<file path="src/rtl/apb_periph_hub.sv">
// APB fabric stage: decodes one upstream transfer to a downstream slot, wakes gated slaves
// on demand and registers the response. Watchdog is present only with APB_HUB_TIMEOUT_EN.
module apb_periph_hub #(
  parameter int NUM_SLAVES     = 8,
  parameter int APB_ADDR_WIDTH = 32,
  parameter int SLOT_LSB       = 12,
  parameter int WAKE_CYCLES    = 2,
  parameter int TIMEOUT_CYCLES = 255
) (
  input  logic                       clk_i,
  input  logic                       rst_i,
  input  logic [APB_ADDR_WIDTH-1:0]  paddr_i,
  input  logic                       psel_i,
  input  logic                       penable_i,
  input  logic                       pwrite_i,
  input  logic [31:0]                pwdata_i,
  output logic [31:0]                prdata_o,
  output logic                       pready_o,
  output logic                       pslverr_o,
  output logic [APB_ADDR_WIDTH-1:0]  m_paddr_o,
  output logic                       m_pwrite_o,
  output logic [31:0]                m_pwdata_o,
  output logic                       m_penable_o,
  output logic [NUM_SLAVES-1:0]      m_psel_o,
  input  logic [NUM_SLAVES*32-1:0]   m_prdata_i,
  input  logic [NUM_SLAVES-1:0]      m_pready_i,
  input  logic [NUM_SLAVES-1:0]      m_pslverr_i,
  input  logic [NUM_SLAVES-1:0]      gate_ctrl_i,
  input  logic                       auto_wake_i,
  output logic [NUM_SLAVES-1:0]      clk_en_o,
  output logic                       timeout_o,
  output logic [4:0]                 timeout_slot_o,
  input  logic                       timeout_clr_i
);

  // Slot field is decoded at the full 5-bit width so aliased high slots are rejected.
  localparam int SLOT_W = 5;

  typedef enum logic [2:0] {S_IDLE, S_WAKE, S_SETUP, S_ACCESS, S_RESP} state_e;

  state_e                    state_q, state_d;
  logic [APB_ADDR_WIDTH-1:0] addr_q, addr_d;
  logic                      write_q, write_d;
  logic [31:0]               wdata_q, wdata_d;
  logic [SLOT_W-1:0]         slot_q, slot_d;
  logic [3:0]                wake_q, wake_d;
  logic [31:0]               prdata_q, prdata_d;
  logic                      pslverr_q, pslverr_d;

  logic [SLOT_W-1:0] in_slot;
  logic              in_valid, in_gated;
  logic [31:0]       sel_rdata;
  logic              sel_ready, sel_err;
  logic              wdog_expire;

  always_comb begin
    in_slot   = paddr_i[SLOT_LSB +: SLOT_W];
    in_valid  = int'(in_slot) < NUM_SLAVES;
    in_gated  = 1'b0;
    sel_rdata = '0;
    sel_ready = 1'b0;
    sel_err   = 1'b0;
    for (int i = 0; i < NUM_SLAVES; i++) begin
      if (in_slot == SLOT_W'(i)) in_gated = !gate_ctrl_i[i];
      if (slot_q == SLOT_W'(i)) begin
        sel_rdata = m_prdata_i[32*i +: 32];
        sel_ready = m_pready_i[i];
        sel_err   = m_pslverr_i[i];
      end
    end
  end

`ifdef APB_HUB_TIMEOUT_EN
  logic [15:0] wdog_q, wdog_d;
  logic        timeout_q, timeout_d;
  logic [4:0]  tslot_q, tslot_d;

  assign wdog_expire = (state_q == S_ACCESS) && (wdog_q == 16'(TIMEOUT_CYCLES - 1));

  always_comb begin
    wdog_d    = wdog_q;
    timeout_d = timeout_q;
    tslot_d   = tslot_q;
    if (state_q == S_SETUP) wdog_d = '0;
    else if (state_q == S_ACCESS && !sel_ready) wdog_d = wdog_q + 16'd1;
    // A new expiry in the same cycle as a clear keeps the flag set.
    if (wdog_expire && !sel_ready) begin
      timeout_d = 1'b1;
      tslot_d   = slot_q;
    end else if (timeout_clr_i) begin
      timeout_d = 1'b0;
    end
  end

  always_ff @(posedge clk_i or posedge rst_i) begin
    if (rst_i) begin
      wdog_q    <= '0;
      timeout_q <= 1'b0;
      tslot_q   <= '0;
    end else begin
      wdog_q    <= wdog_d;
      timeout_q <= timeout_d;
      tslot_q   <= tslot_d;
    end
  end

  assign timeout_o      = timeout_q;
  assign timeout_slot_o = tslot_q;
`else
  logic unused_clr;
  assign unused_clr     = timeout_clr_i;
  assign wdog_expire    = 1'b0;
  assign timeout_o      = 1'b0;
  assign timeout_slot_o = '0;
`endif

  always_comb begin
    state_d   = state_q;
    addr_d    = addr_q;
    write_d   = write_q;
    wdata_d   = wdata_q;
    slot_d    = slot_q;
    wake_d    = wake_q;
    prdata_d  = prdata_q;
    pslverr_d = pslverr_q;
    case (state_q)
      S_IDLE: begin
        if (psel_i && !penable_i) begin
          addr_d  = paddr_i;
          write_d = pwrite_i;
          wdata_d = pwdata_i;
          slot_d  = in_slot;
          if (!in_valid || (in_gated && !auto_wake_i)) begin
            state_d   = S_RESP;
            prdata_d  = '0;
            pslverr_d = 1'b1;
          end else if (in_gated) begin
            state_d = S_WAKE;
            wake_d  = 4'(WAKE_CYCLES);
          end else begin
            state_d = S_SETUP;
          end
        end
      end
      S_WAKE: begin
        wake_d = wake_q - 4'd1;
        if (wake_q <= 4'd1) state_d = S_SETUP;
      end
      S_SETUP: state_d = S_ACCESS;
      S_ACCESS: begin
        if (sel_ready) begin
          state_d   = S_RESP;
          prdata_d  = write_q ? 32'h0 : sel_rdata;
          pslverr_d = sel_err;
        end else if (wdog_expire) begin
          state_d   = S_RESP;
          prdata_d  = '0;
          pslverr_d = 1'b1;
        end
      end
      S_RESP: begin
        state_d   = S_IDLE;
        prdata_d  = '0;
        pslverr_d = 1'b0;
      end
      default: state_d = S_IDLE;
    endcase
  end

  always_ff @(posedge clk_i or posedge rst_i) begin
    if (rst_i) begin
      state_q   <= S_IDLE;
      addr_q    <= '0;
      write_q   <= 1'b0;
      wdata_q   <= '0;
      slot_q    <= '0;
      wake_q    <= '0;
      prdata_q  <= '0;
      pslverr_q <= 1'b0;
    end else begin
      state_q   <= state_d;
      addr_q    <= addr_d;
      write_q   <= write_d;
      wdata_q   <= wdata_d;
      slot_q    <= slot_d;
      wake_q    <= wake_d;
      prdata_q  <= prdata_d;
      pslverr_q <= pslverr_d;
    end
  end

  assign pready_o    = (state_q == S_RESP);
  assign prdata_o    = prdata_q;
  assign pslverr_o   = pslverr_q;
  assign m_paddr_o   = addr_q;
  assign m_pwrite_o  = write_q;
  assign m_pwdata_o  = wdata_q;
  assign m_penable_o = (state_q == S_ACCESS);

  // The forced enable follows the captured slot, so a falling gate bit cannot cut an access short.
  always_comb begin
    m_psel_o = '0;
    clk_en_o = gate_ctrl_i;
    for (int i = 0; i < NUM_SLAVES; i++) begin
      if (slot_q == SLOT_W'(i)) begin
        if (state_q == S_SETUP || state_q == S_ACCESS) m_psel_o[i] = 1'b1;
        if (state_q != S_IDLE) clk_en_o[i] = 1'b1;
      end
    end
  end

endmodule

</file>
<file path="config.mk">
export PLATFORM = sky130hd
export DESIGN_NAME = apb_periph_hub
export DESIGN_NICKNAME = d
export VERILOG_FILES = /design/src/rtl/apb_periph_hub.sv
export SDC_FILE = /design/constraint.sdc
export NUM_CORES = 1
export LEC_CHECK = 0
export ABC_AREA = 1
export BUFFER_PORTS_ARGS = -buffer_cell sky130_fd_sc_hd__buf_2
export CAP_MARGIN = 5
export CORE_MARGIN = 8
export CORE_UTILIZATION = 25
export CTS_BUF_LIST = sky130_fd_sc_hd__clkbuf_4
export DETAILED_ROUTE_END_ITERATION = 8
export PLACE_DENSITY = 0.63
export SYNTH_ARGS = -nofsm -noshare
export SYNTH_HDL_FRONTEND = slang
export SYNTH_SLANG_ARGS = --single-unit
export TNS_END_PERCENT = 100
</file>
<file path="constraint.sdc">
create_clock -name clk_i -period 4.5 [get_ports clk_i]
set_input_delay 0.225 -clock clk_i [delete_from_list [all_inputs] [get_ports clk_i]]
set_output_delay 0.225 -clock clk_i [all_outputs]
set_load 0.05 [all_outputs]
</file>
==> results of run 1 <==
-- Yosys cell counts, drive strengths merged --
master	count
nand2	309
dfrtp	105
nor2	96
inv	73
nand3	72
nand4	71
mux2	60
o21ai	43
buf	38
a21oi	32
clkbuf	31
o21bai	8
nand3b	6
o22ai	5
nor3	3
or2	3
ha	2
xnor2	2
a21boi	1
clkinv	1
conb	1
o31ai	1
-- repair_timing --
item                                   in CTS  in global routing
buffers inserted                            0                  0
hold buffers                               64                  0
endpoints found under the hold margin     137                  0
setup endpoints to repair                   0                  0
-- layout make-up --
type | instances | area (um2)
Fill cell | 2822 | 16700
Multi-Input combinational cell | 720 | 3700
Timing Repair Buffer | 548 | 3120
Sequential cell | 105 | 2630
Tap cell | 341 | 427
Inverter | 74 | 280
Clock buffer | 9 | 67.6
Clock inverter | 7 | 61.3
Antenna cell | 3 | 7.51
-- logic make-up after synthesis --
logic type,synth area share
and+or+nand+nor,0.355
buffers and inverters,0.0873
DFF,0.383
AOI/OAI and AO/OA,0.0701
muxes,0.0984
adders and majority gates,0.00364
xor gates and xnor gates,0.00255
other,0.000546
-- registers in the layout, summed over array words and instances, names as in the netlist --
signal / cells
m_paddr_o: 32
m_pwdata_o: 32
prdata_o: 32
wake_q: 4
state_q: 3
m_pwrite_o: 1
pslverr_o: 1
-- placed cells by master, fill, tap and decap left out, drive strengths merged --
master         n
nand3b         6
mux2          60
clkinv         5
a21boi         1
dlygate4sd3   64
nor3           3
diode          3
ha             2
nor2          96
or2            3
nand2        309
xnor2          2
o22ai          5
o21bai         8
nand4         71
o31ai          1
a21oi         32
o21ai         43
clkbuf         9
dfrtp        105
conb           6
inv           76
nand3         72
buf          484
-- per-layer routing --
| metal | up-vias | wire (um) |
|---|---|---|
| met1 | 4102 | 15300 |
| met3 | 70 | 2750 |
| li1 | 4140 | - |
| met5 | - | 23 |
| met4 | 4 | 1090 |
| met2 | 423 | 18300 |
-- worst max-delay path, delay by kind of cell (launching register included) --
kind / cells / cell delay [ns]
flops: 1 / 0.51
compound gates: 1 / 0.48
buf+inv: 2 / 1.02
simple gates: 8 / 1.07
-- worst paths after layout --
kind	endpoint	slack [ns]	cells past startpoint
worst max-delay path	pslverr_o	1.39	11
worst min-delay path	m_paddr_o[13]	0.07	3
min in group asynchronous	m_pwdata_o[31]	0.52	3
max in group asynchronous	prdata_o[12]	2.96	4
worst max register to register	pslverr_o	1.39	11
worst min register to register	prdata_o[20]	0.50	2
-- power by group --
part	total [mW]	internal [mW]	leakage, nW	switching, mW
clock	0.488	0.125	0.0720	0.363
sequential	0.944	0.944	1.43	0
combinational	0.264	0.150	4.76	0.114
total	1.70	1.22	6.26	0.477
==> impl_metrics.xml, run 1 <==
<?xml version="1.0" encoding="UTF-8"?>
<metrics>
  <group name="status">
    <metric name="status" unit="">complete, no violations</metric>
  </group>
  <group name="critical_path">
    <metric name="crit_path_max_incr_delay" unit="ns">0.72</metric>
    <metric name="timing.critical_path.from_type" unit="">flip-flop</metric>
    <metric name="timing.critical_path.arrival" unit="ns">3.53</metric>
    <metric name="worst-path-max-fanout" unit="">14</metric>
    <metric name="crit_path_cell_trace" unit="">inv_2, nand2_1, nor2_1, nand2_1, inv_1, nand2_1, nand3_1, nor2_1, o21ai_0, nand2_1, nand2_1</metric>
    <metric name="cp.required" unit="ns">4.92</metric>
    <metric name="origin_of_the_worst_setup_path" unit="">m_paddr_o[16]</metric>
    <metric name="critPathMostFrequentCell" unit="">nand2_1</metric>
    <metric name="endpoint_kind" unit="">flip-flop</metric>
    <metric name="reg2reg_from" unit="">m_paddr_o[16]</metric>
    <metric name="timing.setup.critical_path_class" unit="">reg -&gt; reg</metric>
    <metric name="critical_path.slowest_cell" unit="">inv_1</metric>
  </group>
  <group name="timing">
    <metric name="timing.final.crit_share" unit="">0.691</metric>
    <metric name="hold_slack" unit="ns">0.0651</metric>
    <metric name="rsz_0062_raised_after_global_routing" unit="">no</metric>
    <metric name="min_clock_period_post_route" unit="ns">3.11</metric>
    <metric name="timing.fmax" unit="MHz">322</metric>
    <metric name="slew_viol_final" unit="">0</metric>
    <metric name="worst-slew-pin-transition" unit="ns">1.09</metric>
    <metric name="max_slew_margin" unit="">0.275</metric>
    <metric name="finalSetupTns" unit="ns">0</metric>
    <metric name="final-setup-viol-count" unit="">0</metric>
    <metric name="fin_skew" unit="ns">0.0166</metric>
    <metric name="post-route-worst-setup-slack" unit="ns">1.39</metric>
    <metric name="final_hold_viol_count" unit="">0</metric>
  </group>
  <group name="clock_network">
    <metric name="cts-htree-levels" unit="">3</metric>
    <metric name="worst_skew_pair.late_latency" unit="ns">0.47</metric>
    <metric name="cts_tree" unit="">built</metric>
    <metric name="ctsRootBufferMaster" unit="">clkbuf_4</metric>
    <metric name="ctsLongestPathBuffers" unit="">2</metric>
    <metric name="cts-buffers-inserted" unit="">9</metric>
    <metric name="cts_resized" unit="">0</metric>
    <metric name="clock_sinks" unit="">105</metric>
    <metric name="clk_transition_reported_paths" unit="ns">0.18</metric>
  </group>
  <group name="grt">
    <metric name="grt_antenna_before_repair" unit="">5</metric>
    <metric name="gr-usage-all-layers" unit="">0.218</metric>
    <metric name="gr-max-usage-layer" unit="">met2</metric>
    <metric name="global_route_wire_length_before_repair" unit="mm">55.3</metric>
    <metric name="gr-total-overflow" unit="">0</metric>
    <metric name="grt_start_max_net_pins" unit="">76</metric>
    <metric name="use_met3" unit="">0.0507</metric>
    <metric name="number_of_global_route_vias_before_repair" unit="">9154</metric>
    <metric name="globalRouteMet2Util" unit="">0.379</metric>
    <metric name="global_route.usage.met1" unit="">0.259</metric>
  </group>
  <group name="placed_design">
    <metric name="placed_cells" unit="">1724</metric>
    <metric name="placement.io_buffers" unit="">465</metric>
    <metric name="hpwl_dp" unit="mm">28.4</metric>
    <metric name="dpl-instance-area" unit="um2">9520</metric>
    <metric name="globalplace.congestion" unit="">0.967</metric>
    <metric name="pre_cts_ws" unit="ns">1.44</metric>
  </group>
  <group name="finish">
    <metric name="finalNetCount" unit="">1811</metric>
    <metric name="finish.cell_count_without_fillers" unit="">1807</metric>
    <metric name="layout_utilization" unit="">0.382</metric>
    <metric name="syn2layout_area_growth" unit="%">49.9</metric>
    <metric name="post-route-cell-area" unit="um2">10300</metric>
    <metric name="drive_above_1_share" unit="">0.394</metric>
  </group>
  <group name="job">
    <metric name="drv.max_cap_violation_count" unit="">0</metric>
  </group>
  <group name="yosys">
    <metric name="yosysTopAreaCell" unit="">dfrtp_1</metric>
    <metric name="synth.avg_cell_area" unit="um2">7.13</metric>
    <metric name="ys_top_cells_by_area" unit="">dfrtp_1 (38%), nand2_1 (17%), mux2_2 (9.8%)</metric>
    <metric name="synth_seq_area_share" unit="">0.383</metric>
    <metric name="netlist-cell-type-count" unit="">30</metric>
    <metric name="syn_area" unit="um2">6870</metric>
    <metric name="synth_top_area_frac" unit="">0.383</metric>
    <metric name="syn_inst" unit="">963</metric>
    <metric name="synth_warnings" unit="">0</metric>
    <metric name="flip_flop_and_latch_count_after_synthesis" unit="">105</metric>
  </group>
  <group name="floorplan">
    <metric name="dieArea" unit="um2">33000</metric>
    <metric name="io-pin-count" unit="">473</metric>
    <metric name="rows" unit="">60</metric>
    <metric name="chipWidth" unit="um">182</metric>
    <metric name="die_y" unit="um">182</metric>
    <metric name="floorplan.initialDensity" unit="">0.255</metric>
    <metric name="core_area" unit="um2">27000</metric>
  </group>
  <group name="power_and_ir_drop">
    <metric name="vdd_drop_max" unit="mV">0.136</metric>
    <metric name="power.total" unit="mW">1.70</metric>
    <metric name="power-per-cell-area" unit="nW/um2">165</metric>
    <metric name="static-leakage-power" unit="nW">6.26</metric>
  </group>
  <group name="min_path">
    <metric name="hold_path.class" unit="">in -&gt; reg</metric>
    <metric name="worst_hold_startpoint" unit="">paddr_i[13]</metric>
  </group>
  <group name="route">
    <metric name="drtAntennaViolNets" unit="">0</metric>
    <metric name="initial_drt_markers" unit="">585</metric>
    <metric name="detailedRoute.firstPassIterationCount" unit="">5</metric>
    <metric name="detail_route.vias_per_cell" unit="">4.84</metric>
    <metric name="wl_per_cell" unit="um">20.7</metric>
    <metric name="postRouteWirelength" unit="mm">37.5</metric>
    <metric name="drc_errors" unit="">0</metric>
    <metric name="route.vias.total" unit="">8739</metric>
  </group>
</metrics>
(Power assumes the default switching activity.)
==> run 2: changes to the inputs <==
Settings changed: ABC_AREA 1 to 0, CORE_AREA set to 8 8 180 182, CORE_MARGIN 8 to unset, CORE_UTILIZATION 25 to unset, DIE_AREA set to 0 0 188 190, PLACE_DENSITY 0.63 to 0.62.
Clock period 4.5 ns to 2.8 ns, I/O delays scaled along.
==> run 2 against run 1 <==
Sequential power grew to 2.6 times the previous value. First-iteration DRC count down 4.3%. Synthesized area decreased by 0.26%. Worst hold slack better by 0.013 ns. Global-route usage is 2.0 points lower. Die area grew 8.1%. Synthesized cell count decreased by 21%. Maximum frequency rose by 18%. Setup slack got worse by 1.2 ns. Final cell count fell by 7.5%. Critical path type unchanged. Critical endpoint is now prdata_o[1]. Largest cell class unchanged. Highest routed layer is now met4.
==> impl_metrics.xml, run 2 <==
<?xml version="1.0" encoding="UTF-8"?>
<metrics>
  <group name="floorplan">
    <metric name="chipWidth" unit="um">188</metric>
    <metric name="core_area" unit="um2">29400</metric>
    <metric name="floorplan.initialDensity" unit="">0.233</metric>
    <metric name="dieArea" unit="um2">35700</metric>
    <metric name="io-pin-count" unit="">473</metric>
    <metric name="rows" unit="">63</metric>
    <metric name="die_y" unit="um">190</metric>
  </group>
  <group name="finish">
    <metric name="syn2layout_area_growth" unit="%">54.4</metric>
    <metric name="count_of_fill_cells_added_during_filler_insertion" unit="">3033</metric>
    <metric name="layout.cells.most_common" unit="">buf_2</metric>
    <metric name="finish.cell_count_without_fillers" unit="">1672</metric>
    <metric name="drive_above_1_share" unit="">0.473</metric>
    <metric name="post-route-cell-area" unit="um2">10600</metric>
    <metric name="finalNetCount" unit="">1629</metric>
    <metric name="layout_common_cells" unit="">buf_2 (465), a21oi_1 (105), dfrtp_1 (102)</metric>
  </group>
  <group name="yosys">
    <metric name="syn_area" unit="um2">6850</metric>
    <metric name="yosysTopAreaCell" unit="">dfrtp_1</metric>
    <metric name="synth_top_area_frac" unit="">0.384</metric>
    <metric name="synth.cells.most_frequent" unit="">a21oi_1 (105), dfrtp_1 (105), mux2_2 (67)</metric>
    <metric name="synthArstFlopShare" unit="">1.00</metric>
    <metric name="ys_top_cells_by_area" unit="">dfrtp_1 (38%), mux2_2 (11%), a21oi_1 (7.7%)</metric>
    <metric name="syn_inst" unit="">764</metric>
    <metric name="flip_flop_and_latch_count_after_synthesis" unit="">105</metric>
    <metric name="synth.avg_cell_area" unit="um2">8.97</metric>
    <metric name="synth_warnings" unit="">0</metric>
    <metric name="netlist-cell-type-count" unit="">54</metric>
    <metric name="synth_seq_area_share" unit="">0.384</metric>
    <metric name="synth-edff-count" unit="">0</metric>
    <metric name="synth-main-ff-cell" unit="">dfrtp_1</metric>
  </group>
  <group name="grt">
    <metric name="grt_antenna_before_repair" unit="">2</metric>
    <metric name="use_met3" unit="">0.0597</metric>
    <metric name="grt_start_max_net_pins" unit="">106</metric>
    <metric name="gr-usage-all-layers" unit="">0.198</metric>
    <metric name="gr-max-usage-layer" unit="">met2</metric>
    <metric name="global_route_wire_length_before_repair" unit="mm">54.9</metric>
    <metric name="number_of_global_route_vias_before_repair" unit="">8989</metric>
    <metric name="global_route.usage.met1" unit="">0.232</metric>
    <metric name="gr-total-overflow" unit="">0</metric>
    <metric name="globalRouteMet2Util" unit="">0.345</metric>
  </group>
  <group name="job">
    <metric name="drv.max_cap_violation_count" unit="">0</metric>
  </group>
  <group name="power_and_ir_drop">
    <metric name="vdd_drop_max" unit="mV">0.696</metric>
    <metric name="netSwitchingPower" unit="mW">5.96</metric>
    <metric name="static-leakage-power" unit="nW">5.18</metric>
    <metric name="p_clk_frac" unit="">0.079</metric>
    <metric name="netSwitchingFraction" unit="">0.565</metric>
    <metric name="power-per-cell-area" unit="nW/um2">998</metric>
    <metric name="intPower" unit="mW">4.60</metric>
    <metric name="seqPwrFrac" unit="">0.237</metric>
    <metric name="power_frac_comb" unit="">0.684</metric>
  </group>
  <group name="min_path">
    <metric name="hold_path.class" unit="">in -&gt; reg</metric>
  </group>
  <group name="timing">
    <metric name="fin_skew" unit="ns">0.0391</metric>
    <metric name="timing.fmax" unit="MHz">381</metric>
    <metric name="slew_viol_final" unit="">0</metric>
    <metric name="worst-slew-pin-transition" unit="ns">0.954</metric>
    <metric name="timing.final.crit_share" unit="">0.938</metric>
    <metric name="final_hold_viol_count" unit="">0</metric>
    <metric name="finalSetupTns" unit="ns">0</metric>
    <metric name="rsz_0062_raised_after_global_routing" unit="">no</metric>
    <metric name="max_slew_margin" unit="">0.362</metric>
    <metric name="final-setup-viol-count" unit="">0</metric>
    <metric name="min_clock_period_post_route" unit="ns">2.63</metric>
  </group>
  <group name="critical_path">
    <metric name="timing.setup.critical_path_class" unit="">reg -&gt; reg</metric>
    <metric name="timing.critical_path.arrival" unit="ns">3.03</metric>
    <metric name="endpoint_kind" unit="">flip-flop</metric>
    <metric name="timing.critical_path.from_type" unit="">flip-flop</metric>
    <metric name="worst-path-max-fanout" unit="">17</metric>
    <metric name="cp.required" unit="ns">3.20</metric>
  </group>
  <group name="placed_design">
    <metric name="dpl-instance-area" unit="um2">9690</metric>
    <metric name="globalplace.congestion" unit="">0.919</metric>
    <metric name="placed_cells" unit="">1582</metric>
    <metric name="hpwl_dp" unit="mm">28.5</metric>
    <metric name="placement.io_buffers" unit="">465</metric>
  </group>
  <group name="clock_network">
    <metric name="cts-buffers-inserted" unit="">9</metric>
    <metric name="ctsLongestPathBuffers" unit="">2</metric>
    <metric name="cts_tree" unit="">built</metric>
    <metric name="ctsRootBufferMaster" unit="">clkbuf_4</metric>
    <metric name="clock_sinks" unit="">105</metric>
    <metric name="worst_skew_pair.late_latency" unit="ns">0.48</metric>
    <metric name="cts_setup_buffers" unit="">0</metric>
    <metric name="cts-htree-levels" unit="">3</metric>
    <metric name="clk_transition_reported_paths" unit="ns">0.22</metric>
  </group>
  <group name="route">
    <metric name="drc_errors" unit="">0</metric>
    <metric name="postRouteWirelength" unit="mm">37.2</metric>
    <metric name="drtAntennaViolNets" unit="">0</metric>
    <metric name="route.vias.total" unit="">8422</metric>
    <metric name="initial_drt_markers" unit="">560</metric>
    <metric name="wl_per_cell" unit="um">22.2</metric>
    <metric name="detail_route.vias_per_cell" unit="">5.04</metric>
    <metric name="detailedRoute.firstPassIterationCount" unit="">5</metric>
  </group>
  <group name="status">
    <metric name="status" unit="">complete, no violations</metric>
  </group>
</metrics>
[run 2: cell families after synthesis]
group,count (synthesis),share of synthesized area
AO/OA/AOI/OAI,298,0.281
XOR/XNOR,1,0.00128
adder cells (fa/ha/maj),2,0.00365
buffers and inverters,111,0.0705
flip-flops,105,0.384
multiplexers,76,0.125
other,1,0.000547
AND/OR/NAND/NOR,170,0.134
[run 2: power by group through the flow]
stage | logic, mW | clock network [mW] | registers [mW]
after floorplan | 3.21 | 0 | 4.22
after global placement | 7.05 | 0 | 2.47
after detailed placement | 7.09 | 0 | 2.51
after CTS | 7.20 | 0.896 | 2.48
after global routing | 7.73 | 0.939 | 2.58
final | 7.23 | 0.836 | 2.50
[run 2: path summary, 6_finish.rpt]
kind,slack (ns),end,from,cells past startpoint
setup / recovery,0.17,prdata_o[1],m_paddr_o[14],7
hold / removal,0.08,prdata_o[24],m_prdata_i[216],4
setup reg to reg,0.17,prdata_o[1],m_paddr_o[14],7
hold reg to reg,0.52,pslverr_o,pslverr_o,2
max in group asynchronous,1.90,m_paddr_o[12],rst_i,4
min in group asynchronous,0.36,m_pwdata_o[25],rst_i,4
[run 2: worst max-delay path, cell delays in order, from the launching register on]
cell	delay, ns
dfrtp_2	0.53
or3_1	0.37
a21oi_2	0.13
o221ai_2	0.09
and3_4	0.20
nor3_4	0.72
buf_4	0.38
a22o_1	0.16
[run 2: metal layers]
layer / wire [um] / vias up
li1: - / 3840
met1: 14600 / 4044
met2: 18200 / 469
met3: 3360 / 69
met4: 1010 / 0
met5: 0 / -
[run 2: cell type report]
class                           count  area, um2  share of cell area
Multi-Input combinational cell    553       3800               0.359
Inverter                           32        124              0.0117
Antenna cell                        1       2.50            0.000237
Timing Repair Buffer              575       3400               0.321
Tap cell                          390        488              0.0461
Clock inverter                      7       71.3             0.00674
Sequential cell                   105       2630               0.249
Clock buffer                        9       67.6             0.00639
[run 2: what timing repair did]
item | 4_1_cts | 5_1_grt
setup endpoints to repair | 3 | 6
endpoints found under the hold margin | 176 | 0
resized for setup | 2 | 2
gates cloned | 0 | 0
hold buffers | 73 | 0
[run 2: stage by stage]
step           power [mW]  setup WS [ns]  hold slack, ns  utilization
2_1_floorplan        7.43          0.192           0.291            -
3_3_place_gp         9.52          0.175           0.356        0.330
3_5_place_dp         9.60          0.184           0.353        0.330
4_1_cts              10.6         0.0627          0.0172        0.359
5_1_grt              11.2         0.0299          0.0197        0.360
6_report             10.6          0.175          0.0784        0.360
==> run 3: changes to the inputs <==
Settings changed: SETUP_SLACK_MARGIN set to 0.5.
==> run 3 against run 2 <==
Clock skew shrank 0.0091 ns. Clock-buffer cell count is the same. Largest cell class unchanged. Utilization grew 2.0 points. Cell area grew 5.5%. Highest routed layer is now met5. Global-route usage grew 0.14 points. Sequential power is essentially flat. Total power grew 7.1%. Register-to-register slack gained 0.29 ns.
==> impl_metrics.xml, run 3 (synthesis results as in run 2) <==
<?xml version="1.0" encoding="UTF-8"?>
<metrics>
  <group name="power_and_ir_drop">
    <metric name="power-per-cell-area" unit="nW/um2">1010</metric>
    <metric name="static-leakage-power" unit="nW">5.44</metric>
    <metric name="vdd_drop_max" unit="mV">0.774</metric>
    <metric name="power.total" unit="mW">11.3</metric>
  </group>
  <group name="placed_design">
    <metric name="dpl-instance-area" unit="um2">9720</metric>
    <metric name="hpwl_dp" unit="mm">28.1</metric>
    <metric name="placement.io_buffers" unit="">465</metric>
    <metric name="placed_cells" unit="">1580</metric>
    <metric name="globalplace.congestion" unit="">0.901</metric>
    <metric name="pre_cts_ws" unit="ns">0.371</metric>
  </group>
  <group name="critical_path">
    <metric name="reg2reg_from" unit="">m_paddr_o[12]</metric>
    <metric name="crit_path_cell_trace" unit="">buf_6, nor3_4, nand3_1, a32o_2, and3_4, or3_4, buf_12, a22o_1</metric>
    <metric name="cp.required" unit="ns">3.23</metric>
    <metric name="timing.setup.critical_path_class" unit="">reg -&gt; reg</metric>
    <metric name="timing.critical_path.from_type" unit="">flip-flop</metric>
    <metric name="worst-path-max-fanout" unit="">18</metric>
    <metric name="critical_path_cell_count" unit="">8</metric>
    <metric name="reg2reg_depth" unit="">8</metric>
    <metric name="crit_path_max_incr_delay" unit="ns">0.49</metric>
    <metric name="critical_path.slowest_cell" unit="">dfrtp_2</metric>
    <metric name="timing.critical_path.arrival" unit="ns">2.77</metric>
    <metric name="origin_of_the_worst_setup_path" unit="">m_paddr_o[12]</metric>
    <metric name="endpoint_kind" unit="">flip-flop</metric>
    <metric name="cp_num_buf_inv" unit="">2</metric>
    <metric name="cell_family_contributing_the_most_delay_on_the_critical_path" unit="">simple AND/OR/NAND/NOR gates</metric>
  </group>
  <group name="job">
    <metric name="drv.max_cap_violation_count" unit="">0</metric>
  </group>
  <group name="floorplan">
    <metric name="floorplan.initialDensity" unit="">0.233</metric>
    <metric name="rows" unit="">63</metric>
    <metric name="die_y" unit="um">190</metric>
    <metric name="io-pin-count" unit="">473</metric>
    <metric name="dieArea" unit="um2">35700</metric>
    <metric name="core_area" unit="um2">29400</metric>
    <metric name="chipWidth" unit="um">188</metric>
  </group>
  <group name="route">
    <metric name="route.vias.total" unit="">8731</metric>
    <metric name="detailedRoute.firstPassIterationCount" unit="">5</metric>
    <metric name="detail_route.vias_per_cell" unit="">5.10</metric>
    <metric name="drc_errors" unit="">0</metric>
    <metric name="initial_drt_markers" unit="">542</metric>
    <metric name="postRouteWirelength" unit="mm">38.3</metric>
    <metric name="wl_per_cell" unit="um">22.4</metric>
    <metric name="drtAntennaViolNets" unit="">0</metric>
  </group>
  <group name="grt">
    <metric name="grt_antenna_before_repair" unit="">4</metric>
    <metric name="global_route_wire_length_before_repair" unit="mm">55.3</metric>
    <metric name="gr-total-overflow" unit="">0</metric>
    <metric name="grt_start_max_net_pins" unit="">55</metric>
    <metric name="number_of_global_route_vias_before_repair" unit="">9120</metric>
    <metric name="gr-usage-all-layers" unit="">0.200</metric>
  </group>
  <group name="status">
    <metric name="status" unit="">complete, no violations</metric>
  </group>
  <group name="timing">
    <metric name="slew_viol_final" unit="">0</metric>
    <metric name="final-setup-viol-count" unit="">0</metric>
    <metric name="fin_skew" unit="ns">0.0300</metric>
    <metric name="post-route-worst-setup-slack" unit="ns">0.463</metric>
    <metric name="timing.fmax" unit="MHz">428</metric>
    <metric name="min_clock_period_post_route" unit="ns">2.34</metric>
    <metric name="rsz_0062_raised_after_global_routing" unit="">yes</metric>
    <metric name="max_slew_margin" unit="">0.404</metric>
    <metric name="final_hold_viol_count" unit="">0</metric>
    <metric name="timing.final.crit_share" unit="">0.835</metric>
    <metric name="worst-slew-pin-transition" unit="ns">0.892</metric>
    <metric name="finalSetupTns" unit="ns">0</metric>
  </group>
  <group name="clock_network">
    <metric name="cts-htree-levels" unit="">3</metric>
    <metric name="ctsLongestPathBuffers" unit="">2</metric>
    <metric name="ctsRootBufferMaster" unit="">clkbuf_4</metric>
    <metric name="clk_transition_reported_paths" unit="ns">0.22</metric>
    <metric name="cts_tree" unit="">built</metric>
    <metric name="worst_skew_pair.late_latency" unit="ns">0.53</metric>
    <metric name="cts-buffers-inserted" unit="">9</metric>
    <metric name="clock_sinks" unit="">105</metric>
  </group>
  <group name="min_path">
    <metric name="hold_path.class" unit="">in -&gt; reg</metric>
    <metric name="worst_hold_startpoint" unit="">m_prdata_i[217]</metric>
    <metric name="timing.hold.worst_path_depth" unit="">4</metric>
  </group>
  <group name="finish">
    <metric name="post-route-cell-area" unit="um2">11200</metric>
    <metric name="finish.cell_count_without_fillers" unit="">1711</metric>
    <metric name="layout_common_cells" unit="">buf_2 (455), a21oi_1 (105), dfrtp_1 (100)</metric>
    <metric name="finalNetCount" unit="">1667</metric>
    <metric name="drive_above_1_share" unit="">0.500</metric>
    <metric name="layout.cells.most_common" unit="">buf_2</metric>
    <metric name="syn2layout_area_growth" unit="%">62.9</metric>
  </group>
</metrics>
==> run 3: changes by cell type in the layout (fill, tap and decap cells not counted), sizes merged <==
cell,previous run,this run
buf,502,528
dlygate4sd3,73,80
clkbuf,9,13
diode,1,2
dlymetal6s4s,0,1
==> run 3: cell type report <==
cell class | instances | area [um2]
sequential | 105 | 2630
timing repair buffer | 613 | 3850
clock buffer | 9 | 67.6
inverter | 32 | 124
fill | 2976 | 18200
multi-input combinational | 553 | 3910
tap | 390 | 488
clock inverter | 7 | 72.6
antenna | 2 | 5.00
==> run 3: routing by layer <==
metal / vias to the layer above / routed length (um) / GRT usage
li1: 3927 / - / -
met1: 4201 / 14900 / 0.232
met2: 534 / 18500 / 0.337
met3: 67 / 3770 / 0.0646
met4: 2 / 1120 / 0.0791
met5: - / 13 / 0
==> run 3: path summary, 6_finish.rpt <==
path,end,slack [ns]
hold reg to reg,prdata_o[9],0.52
setup reg to reg,prdata_o[3],0.46
hold / removal,prdata_o[25],0.04
max in group asynchronous,prdata_o[21],1.68
setup / recovery,prdata_o[3],0.46
min in group asynchronous,wake_q[0],0.31
==> run 3: repair_timing <==
action | 4_1_cts | 5_1_grt
buffers inserted | 18 | 13
endpoints found under the setup margin | 47 | 57
pin swaps | 1 | 4
endpoints found under the hold margin | 109 | 0
gates resized for setup | 33 | 39
hold buffers | 81 | 0
gates cloned | 0 | 1
==> run 3: worst reg2reg max path: cells and delay by family (launching register included) <==
family / cells / cell delay (ns)
AND/OR/NAND/NOR: 4 / 0.93
AO/OA/AOI/OAI: 2 / 0.51
flip-flops: 1 / 0.49
buffers and inverters: 2 / 0.32
==> run 3: per-stage QoR <==
step	hold WS (ns)	utilization
3_5_place_dp	0.353	0.330
4_1_cts	0.00300	0.371
5_1_grt	0.0224	0.380
2_1_floorplan	0.291	-
3_3_place_gp	0.338	0.330
6_report	0.0443	0.380
==> run 3: power by group <==
group / internal [mW] / leakage (nW) / switching (mW)
registers: 2.08 / 1.31 / 0.404
clock network: 0.207 / 0.0768 / 0.654
logic: 2.76 / 4.05 / 5.20
